==> config.mk <==
export PLATFORM = sky130hd
export DESIGN_NAME = hex_scan_ctrl
export DESIGN_NICKNAME = d
export VERILOG_FILES = /design/src/rtl/hex_scan_pkg.sv /design/src/rtl/hex_scan_timer.sv /design/src/rtl/hex_scan_ctrl.sv
export SDC_FILE = /design/constraint.sdc
export NUM_CORES = 1
export LEC_CHECK = 0
export BUFFER_PORTS_ARGS = -buffer_cell sky130_fd_sc_hd__buf_2
export CORE_MARGIN = 2
export CORE_UTILIZATION = 50
export DETAILED_ROUTE_END_ITERATION = 7
export PLACE_DENSITY = 0.7
export SLEW_MARGIN = 20
export SYNTH_ARGS = -nofsm -noshare
export SYNTH_HDL_FRONTEND = slang
export SYNTH_SLANG_ARGS = --single-unit
==> constraint.sdc <==
create_clock -name clk -period 3.9 [get_ports clk]
set_clock_uncertainty 0.15 [all_clocks]
set_input_delay 0.78 -clock clk [delete_from_list [all_inputs] [get_ports clk]]
set_output_delay 0.78 -clock clk [all_outputs]
set_load 0.03 [all_outputs]
==> src/rtl/hex_scan_pkg.sv <==
// -----------------------------------------------------------------------------
// hex_scan_pkg
// Shared definitions for the seven-segment scan controller: default parameter
// values, active-low segment patterns ({a,b,c,d,e,f,g} = seg[6:0]), the slot
// phase type, a width helper and the shared hex-to-segment decode.
// -----------------------------------------------------------------------------
package hex_scan_pkg;

    localparam int DIGITS_DEF    = 4;
    localparam int TICK_DIV_DEF  = 50000;
    localparam int BLANK_CYC_DEF = 16;

    localparam logic [6:0] SEG_0   = 7'b0000001;
    localparam logic [6:0] SEG_1   = 7'b1001111;
    localparam logic [6:0] SEG_2   = 7'b0010010;
    localparam logic [6:0] SEG_3   = 7'b0000110;
    localparam logic [6:0] SEG_4   = 7'b1001100;
    localparam logic [6:0] SEG_5   = 7'b0100100;
    localparam logic [6:0] SEG_6   = 7'b0100000;
    localparam logic [6:0] SEG_7   = 7'b0001111;
    localparam logic [6:0] SEG_8   = 7'b0000000;
    localparam logic [6:0] SEG_9   = 7'b0001100;
    localparam logic [6:0] SEG_A   = 7'b0001000;
    localparam logic [6:0] SEG_B   = 7'b1100000;
    localparam logic [6:0] SEG_C   = 7'b0110001;
    localparam logic [6:0] SEG_D   = 7'b1000010;
    localparam logic [6:0] SEG_E   = 7'b0110000;
    localparam logic [6:0] SEG_F   = 7'b0111000;
    localparam logic [6:0] SEG_OFF = 7'b1111111;

    typedef enum logic {
        PH_BLANK = 1'b0,
        PH_DRIVE = 1'b1
    } phase_e;

    // Bit width needed to hold 0..n-1, never less than one bit.
    function automatic int width_of(input int n);
        return ($clog2(n) < 1) ? 1 : $clog2(n);
    endfunction

    localparam int CNT_W = width_of(TICK_DIV_DEF);
    localparam int IDX_W = width_of(DIGITS_DEF);

    // Active-low hex-to-seven-segment decode.
    function automatic logic [6:0] hex_to_seg(input logic [3:0] nib);
        logic [6:0] s;
        case (nib)
            4'h0:    s = SEG_0;
            4'h1:    s = SEG_1;
            4'h2:    s = SEG_2;
            4'h3:    s = SEG_3;
            4'h4:    s = SEG_4;
            4'h5:    s = SEG_5;
            4'h6:    s = SEG_6;
            4'h7:    s = SEG_7;
            4'h8:    s = SEG_8;
            4'h9:    s = SEG_9;
            4'hA:    s = SEG_A;
            4'hB:    s = SEG_B;
            4'hC:    s = SEG_C;
            4'hD:    s = SEG_D;
            4'hE:    s = SEG_E;
            4'hF:    s = SEG_F;
            default: s = SEG_OFF;
        endcase
        return s;
    endfunction

endpackage

==> src/rtl/hex_scan_timer.sv <==
// -----------------------------------------------------------------------------
// hex_scan_timer
// Slot timing for the scan controller. cnt runs 0..TICK_DIV-1 inside a slot,
// idx selects the digit and advances on each cnt wrap.
// Ports:
//   clk, reset_n  clock, asynchronous active-low reset
//   next_idx      digit index of the coming cycle
//   slot_drive    coming cycle is past the blanking interval of its slot
//   frame_done    high for the last cycle of slot DIGITS-1 (registered)
// -----------------------------------------------------------------------------
module hex_scan_timer
    import hex_scan_pkg::*;
#(
    parameter int DIGITS    = DIGITS_DEF,
    parameter int TICK_DIV  = TICK_DIV_DEF,
    parameter int BLANK_CYC = BLANK_CYC_DEF
) (
    input  logic                        clk,
    input  logic                        reset_n,
    output logic [width_of(DIGITS)-1:0] next_idx,
    output logic                        slot_drive,
    output logic                        frame_done
);

    localparam int CW = width_of(TICK_DIV);
    localparam int IW = width_of(DIGITS);
    localparam logic [CW-1:0] CNT_LAST  = CW'(TICK_DIV - 1);
    localparam logic [CW-1:0] CNT_BLANK = CW'(BLANK_CYC);
    localparam logic [IW-1:0] IDX_LAST  = IW'(DIGITS - 1);

    logic [CW-1:0] cnt_r;
    logic [CW-1:0] next_cnt_s;
    logic [IW-1:0] idx_r;
    logic [IW-1:0] next_idx_s;
    logic          frame_done_r;

    // Next slot position: cnt wraps at TICK_DIV-1 and carries into idx.
    always_comb begin
        next_cnt_s = cnt_r + CW'(1);
        next_idx_s = idx_r;
        if (cnt_r == CNT_LAST) begin
            next_cnt_s = '0;
            if (idx_r == IDX_LAST) begin
                next_idx_s = '0;
            end else begin
                next_idx_s = idx_r + IW'(1);
            end
        end else begin
            next_idx_s = idx_r;
        end
    end

    // Position registers; frame_done is registered from the next position so it
    // coincides with the last cycle of the frame.
    always_ff @(posedge clk or negedge reset_n) begin
        if (!reset_n) begin
            cnt_r        <= '0;
            idx_r        <= '0;
            frame_done_r <= 1'b0;
        end else begin
            cnt_r        <= next_cnt_s;
            idx_r        <= next_idx_s;
            frame_done_r <= (next_cnt_s == CNT_LAST) && (next_idx_s == IDX_LAST);
        end
    end

    assign next_idx   = next_idx_s;
    assign slot_drive = (next_cnt_s >= CNT_BLANK);
    assign frame_done = frame_done_r;

endmodule

==> src/rtl/hex_scan_ctrl.sv <==
// -----------------------------------------------------------------------------
// hex_scan_ctrl
// Time-multiplexed scan controller for a common-anode seven-segment display.
// A word is accepted into a pending buffer and promoted to the active word on
// the frame_done cycle, so the display never changes mid-frame.
// Ports:
//   clk, reset_n   clock, asynchronous active-low reset
//   load_valid     load_data valid this cycle
//   load_ready     pending buffer empty
//   load_data      nibble i shown on digit i
//   lzb_en         leading-zero blanking enable
//   disp_en        0 keeps all anodes off while the scan keeps running
//   seg            active-low segments {a..g}
//   an             active-low digit anodes
//   frame_done     pulse on the last cycle of slot DIGITS-1
// -----------------------------------------------------------------------------
module hex_scan_ctrl
    import hex_scan_pkg::*;
#(
    parameter int DIGITS    = DIGITS_DEF,
    parameter int TICK_DIV  = TICK_DIV_DEF,
    parameter int BLANK_CYC = BLANK_CYC_DEF
) (
    input  logic                  clk,
    input  logic                  reset_n,
    input  logic                  load_valid,
    output logic                  load_ready,
    input  logic [4*DIGITS-1:0]   load_data,
    input  logic                  lzb_en,
    input  logic                  disp_en,
    output logic [6:0]            seg,
    output logic [DIGITS-1:0]     an,
    output logic                  frame_done
);

    localparam int IW = width_of(DIGITS);
    localparam int DW = 4 * DIGITS;

    logic [IW-1:0]     next_idx_s;
    logic              slot_drive_s;
    logic              frame_done_s;
    logic [DW-1:0]     active_r;
    logic [DW-1:0]     pending_r;
    logic              pending_full_r;
    logic              accept_s;
    logic              zero_acc_s;
    logic [DIGITS-1:0] tail_zero_s;
    logic              suppress_s;
    logic [3:0]        nibble_s;
    phase_e            phase_s;
    logic [6:0]        seg_next_s;
    logic [DIGITS-1:0] an_next_s;
    logic [6:0]        seg_r;
    logic [DIGITS-1:0] an_r;

    hex_scan_timer #(
        .DIGITS    (DIGITS),
        .TICK_DIV  (TICK_DIV),
        .BLANK_CYC (BLANK_CYC)
    ) u_timer (
        .clk        (clk),
        .reset_n    (reset_n),
        .next_idx   (next_idx_s),
        .slot_drive (slot_drive_s),
        .frame_done (frame_done_s)
    );

    assign accept_s = load_valid & ~pending_full_r;

    // Double buffer: accept into pending, promote to active on frame_done.
    // An accept always lands in an empty pending buffer, so both arms never
    // compete in the same cycle.
    always_ff @(posedge clk or negedge reset_n) begin
        if (!reset_n) begin
            active_r       <= '0;
            pending_r      <= '0;
            pending_full_r <= 1'b0;
        end else if (accept_s) begin
            pending_r      <= load_data;
            pending_full_r <= 1'b1;
        end else if (frame_done_s && pending_full_r) begin
            active_r       <= pending_r;
            pending_r      <= '0;
            pending_full_r <= 1'b0;
        end
    end

    // tail_zero_s[i]: nibbles i..DIGITS-1 of the active word are all zero.
    always_comb begin
        zero_acc_s  = 1'b1;
        tail_zero_s = '0;
        for (int i = DIGITS - 1; i >= 0; i--) begin
            zero_acc_s     = zero_acc_s & (active_r[4*i +: 4] == 4'h0);
            tail_zero_s[i] = zero_acc_s;
        end
    end

    // Output pattern for the coming cycle; digit 0 is exempt from zero blanking.
    always_comb begin
        nibble_s   = active_r[{next_idx_s, 2'b00} +: 4];
        phase_s    = slot_drive_s ? PH_DRIVE : PH_BLANK;
        suppress_s = ~disp_en |
                     (lzb_en & (next_idx_s != '0) & tail_zero_s[next_idx_s]);
        if ((phase_s == PH_DRIVE) && !suppress_s) begin
            seg_next_s = hex_to_seg(nibble_s);
            an_next_s  = ~(DIGITS'(1) << next_idx_s);
        end else begin
            seg_next_s = SEG_OFF;
            an_next_s  = '1;
        end
    end

    // Output registers; reset blanks the display immediately.
    always_ff @(posedge clk or negedge reset_n) begin
        if (!reset_n) begin
            seg_r <= SEG_OFF;
            an_r  <= '1;
        end else begin
            seg_r <= seg_next_s;
            an_r  <= an_next_s;
        end
    end

    assign seg        = seg_r;
    assign an         = an_r;
    assign load_ready = ~pending_full_r;
    assign frame_done = frame_done_s;

endmodule

==> key figures <==
Drt
  • DR vias: 2217
  • Via density per instance: 5.74
  • First-pass DRT Iterations: 4
  • Routed wire length: 6110 um
  • Routed len/inst: 15.8 um
  • 1st-iter DRT viols: 118
  • Drt drc: 0
  • Antenna Nets Post-Route: 0

Hold path
  • Worst Hold Class: in2async

Synth
  • Post-synth top flop: dfrtp_1
  • EDFF count, synth: 0
  • Synth top area share: 40.6%
  • Area leader, netlist: dfrtp_1
  • Yosys warning count: 0
  • Post-Syn Area: 0.00320 mm2
  • Sequential share of the synthesized area: 49.7%
  • Syn Area/Cell: 12.0 um2
  • Syn Inst Count: 267
  • Area contributors post-synth: dfrtp_1 (41%), dfstp_2 (9.0%), mux2_2 (6.3%)
  • Post-synthesis cell type count: 54
  • Top post-synthesis cells by count: dfrtp_1 (52), mux2_2 (18), a22o_1 (16)
  • Yosys reg bits: 63
  • Async SR Flop Fraction: 100%
  • Synth Net Count: 298
  • Most common cell in the netlist: dfrtp_1

Final layout
  • FF/Latch Area: 0.00159 mm2
  • Area of the multi-input gates: 0.00149 mm2
  • ANT cells: 0
  • Fill cells: 549
  • Synth-to-Final Area Change: 14.1%
  • Fin cells: 386
  • Share of layout cells above drive strength 1: 32.0%
  • Nets: 335

Placed design
  • Placed cells: 370
  • Port-buffer cells: 33
  • HPWL after detailed placement: 4490 um
  • Routability-driven placement congestion ratio: 0.824

Clock tree
  • Cts bufs inserted: 9
  • Clk_lat worst skew: 0.35 ns
  • H-tree levels: 3
  • Total clock sinks: 63
  • Post-CTS setup buffer count: 0
  • CTS Buffer Depth: 2
  • Post-cts sizing count: 0
  • CTS Hold Bufs: 0
  • CTS root buf: clkbuf_8
  • TritonCTS clock tree: done
  • Worst-path clk slew: 0.07 ns

Pwr
  • Total chip power: 0.00140 W
  • Pleak: 1.75 nW
  • PwrDens: 383 mW/mm2
  • Maximum VDD drop: 289 uV

GRT
  • All-Layer GR Usage: 19.1%
  • Pin count of the biggest net entering global routing: 37
  • Vias in the first global route: 2188
  • Initial antenna violation count: 0
  • First-pass GRT wire length: 10500 um
  • Grt ovf: 0

Timing
  • Worst hold slack: 0.287 ns
  • Final setup fails: 0
  • Unrepaired setup endpoints after global routing: false
  • Tcrit/Tclk final: 91.4%
  • Tmin final: 3.57 ns
  • Setup TNS after final layout: 0 ns
  • Final Max Slew Viols: 0
  • Fmax: 0.280 GHz
  • Actual slew at the worst max-slew pin: 0.683 ns
  • Final Hold Fails: 0
  • Relative slew slack: 54.3%

Floorplan
  • Total I/O pin count: 34
  • Die area: 0.00706 mm2
  • Initial core utilization: 51.0%
  • Core Region: 0.00628 mm2
  • Rows: 29
  • Die span in x: 84.0 um
  • Die Height: 84.0 um

Worst setup path
  • Crit path capture type: flip-flop
  • Crit start category: flip-flop
  • Crit Path Class: reg2reg
  • CP max FO: 8
  • Worst endpoint required time: 4.00 ns
  • Arr. time, crit path: 3.66 ns

Run status
  • Status: complete, no violations

Flow run
  • Max Cap Viol: 0
## worst max-delay path, stage by stage, from the launching register on
cell      delay (ns)
dfrtp_1         0.43
ha_1            0.27
and3_1          0.25
and4_1          0.44
mux2i_4         0.49
mux2i_1         0.13
mux2_2          0.35
ha_1            0.38
nor3_1          0.22
a311oi_1        0.07
o31ai_1         0.29
## report_power, final
group          total (W)  leakage [nW]  internal [W]  switching, W
clock           0.000644         0.114      0.000367      0.000277
sequential      0.000696         0.798      0.000681     0.0000148
combinational  0.0000604         0.834     0.0000283     0.0000321
total            0.00140          1.75       0.00108      0.000324
## cells by family after synthesis
kind of cell             Yosys count  share of synthesized area, %
AND/OR/NAND/NOR                   79                          14.6
multiplexers                      27                          9.93
AO/OA/AOI/OAI                     51                          14.2
buffers and inverters             23                          3.83
flip-flops                        63                          49.7
XOR/XNOR                          14                          3.83
adder cells (fa/ha/maj)           10                          3.91
## layer usage
layer  up-vias  wire [um]  global-route usage [%]
met5         -          0                       0
met4         0        153                    11.1
met3        12        240                    3.86
met2        56       2830                    29.1
met1      1074       2880                    25.3
li1       1075          -                       -
## cell usage in the layout (no fill, tap or decap), types with 3 or more instances in the layout
cell      instances
nand3_1          12
buf_4             5
nor3_1            3
a31oi_1           4
o211ai_1          4
ha_1             10
clkbuf_8          9
nor4_1            6
clkinv_4          3
xor2_1            9
o21ai_0           4
and4_1            5
nand4_1           6
xnor2_1           5
inv_1             9
buf_2            33
nor2_1           11
o221ai_1          3
dfrtp_1          52
a21oi_1           6
dfstp_2          11
mux2_2           18
nand2_1          14
a22o_1           16
mux2i_1           7
and3_1            8
## area by class of cell
cell class                 count  area share [%]
sequential                    63            43.5
multi-input combinational    181            40.8
timing repair buffer          38            5.55
clock buffer                   9            3.39
clock inverter                 7            2.84
tap                           77            2.64
inverter                      11            1.20
## final timing paths
path	from	to	slack [ns]	cells past startpoint
min in group clk	pending_r[11]	pending_r[11]	0.35	1
worst max-delay path	u_timer.cnt_r[0]	seg[3]	0.33	10
worst min register to register	pending_r[11]	pending_r[11]	0.35	1
max in group asynchronous	reset_n	pending_r[14]	2.45	2
worst max register to register	u_timer.cnt_r[0]	seg[3]	0.33	10
worst min-delay path	reset_n	u_timer.cnt_r[15]	0.29	1
## stage by stage
| stage | utilization [%] | instance area, um2 | setup slack, ns |
|---|---|---|---|
| 2_1_floorplan | - | 3200 | 0.867 |
| 5_1_grt | 58.2 | 3650 | 0.0584 |
| 3_5_place_dp | 54.5 | 3420 | 0.369 |
| 4_1_cts | 58.1 | 3650 | 0.346 |
| 3_3_place_gp | 54.5 | 3420 | 0.576 |
| 6_report | 58.2 | 3650 | 0.334 |
## flip-flops by register name, summed over array words and instances, names as in the netlist
name	count
active_r	16
pending_r	16
u_timer.cnt_r	16
seg	7
an	4
u_timer.idx_r	2
pending_full_r	1
u_timer.frame_done	1
Power figures use the tool's default switching activity.
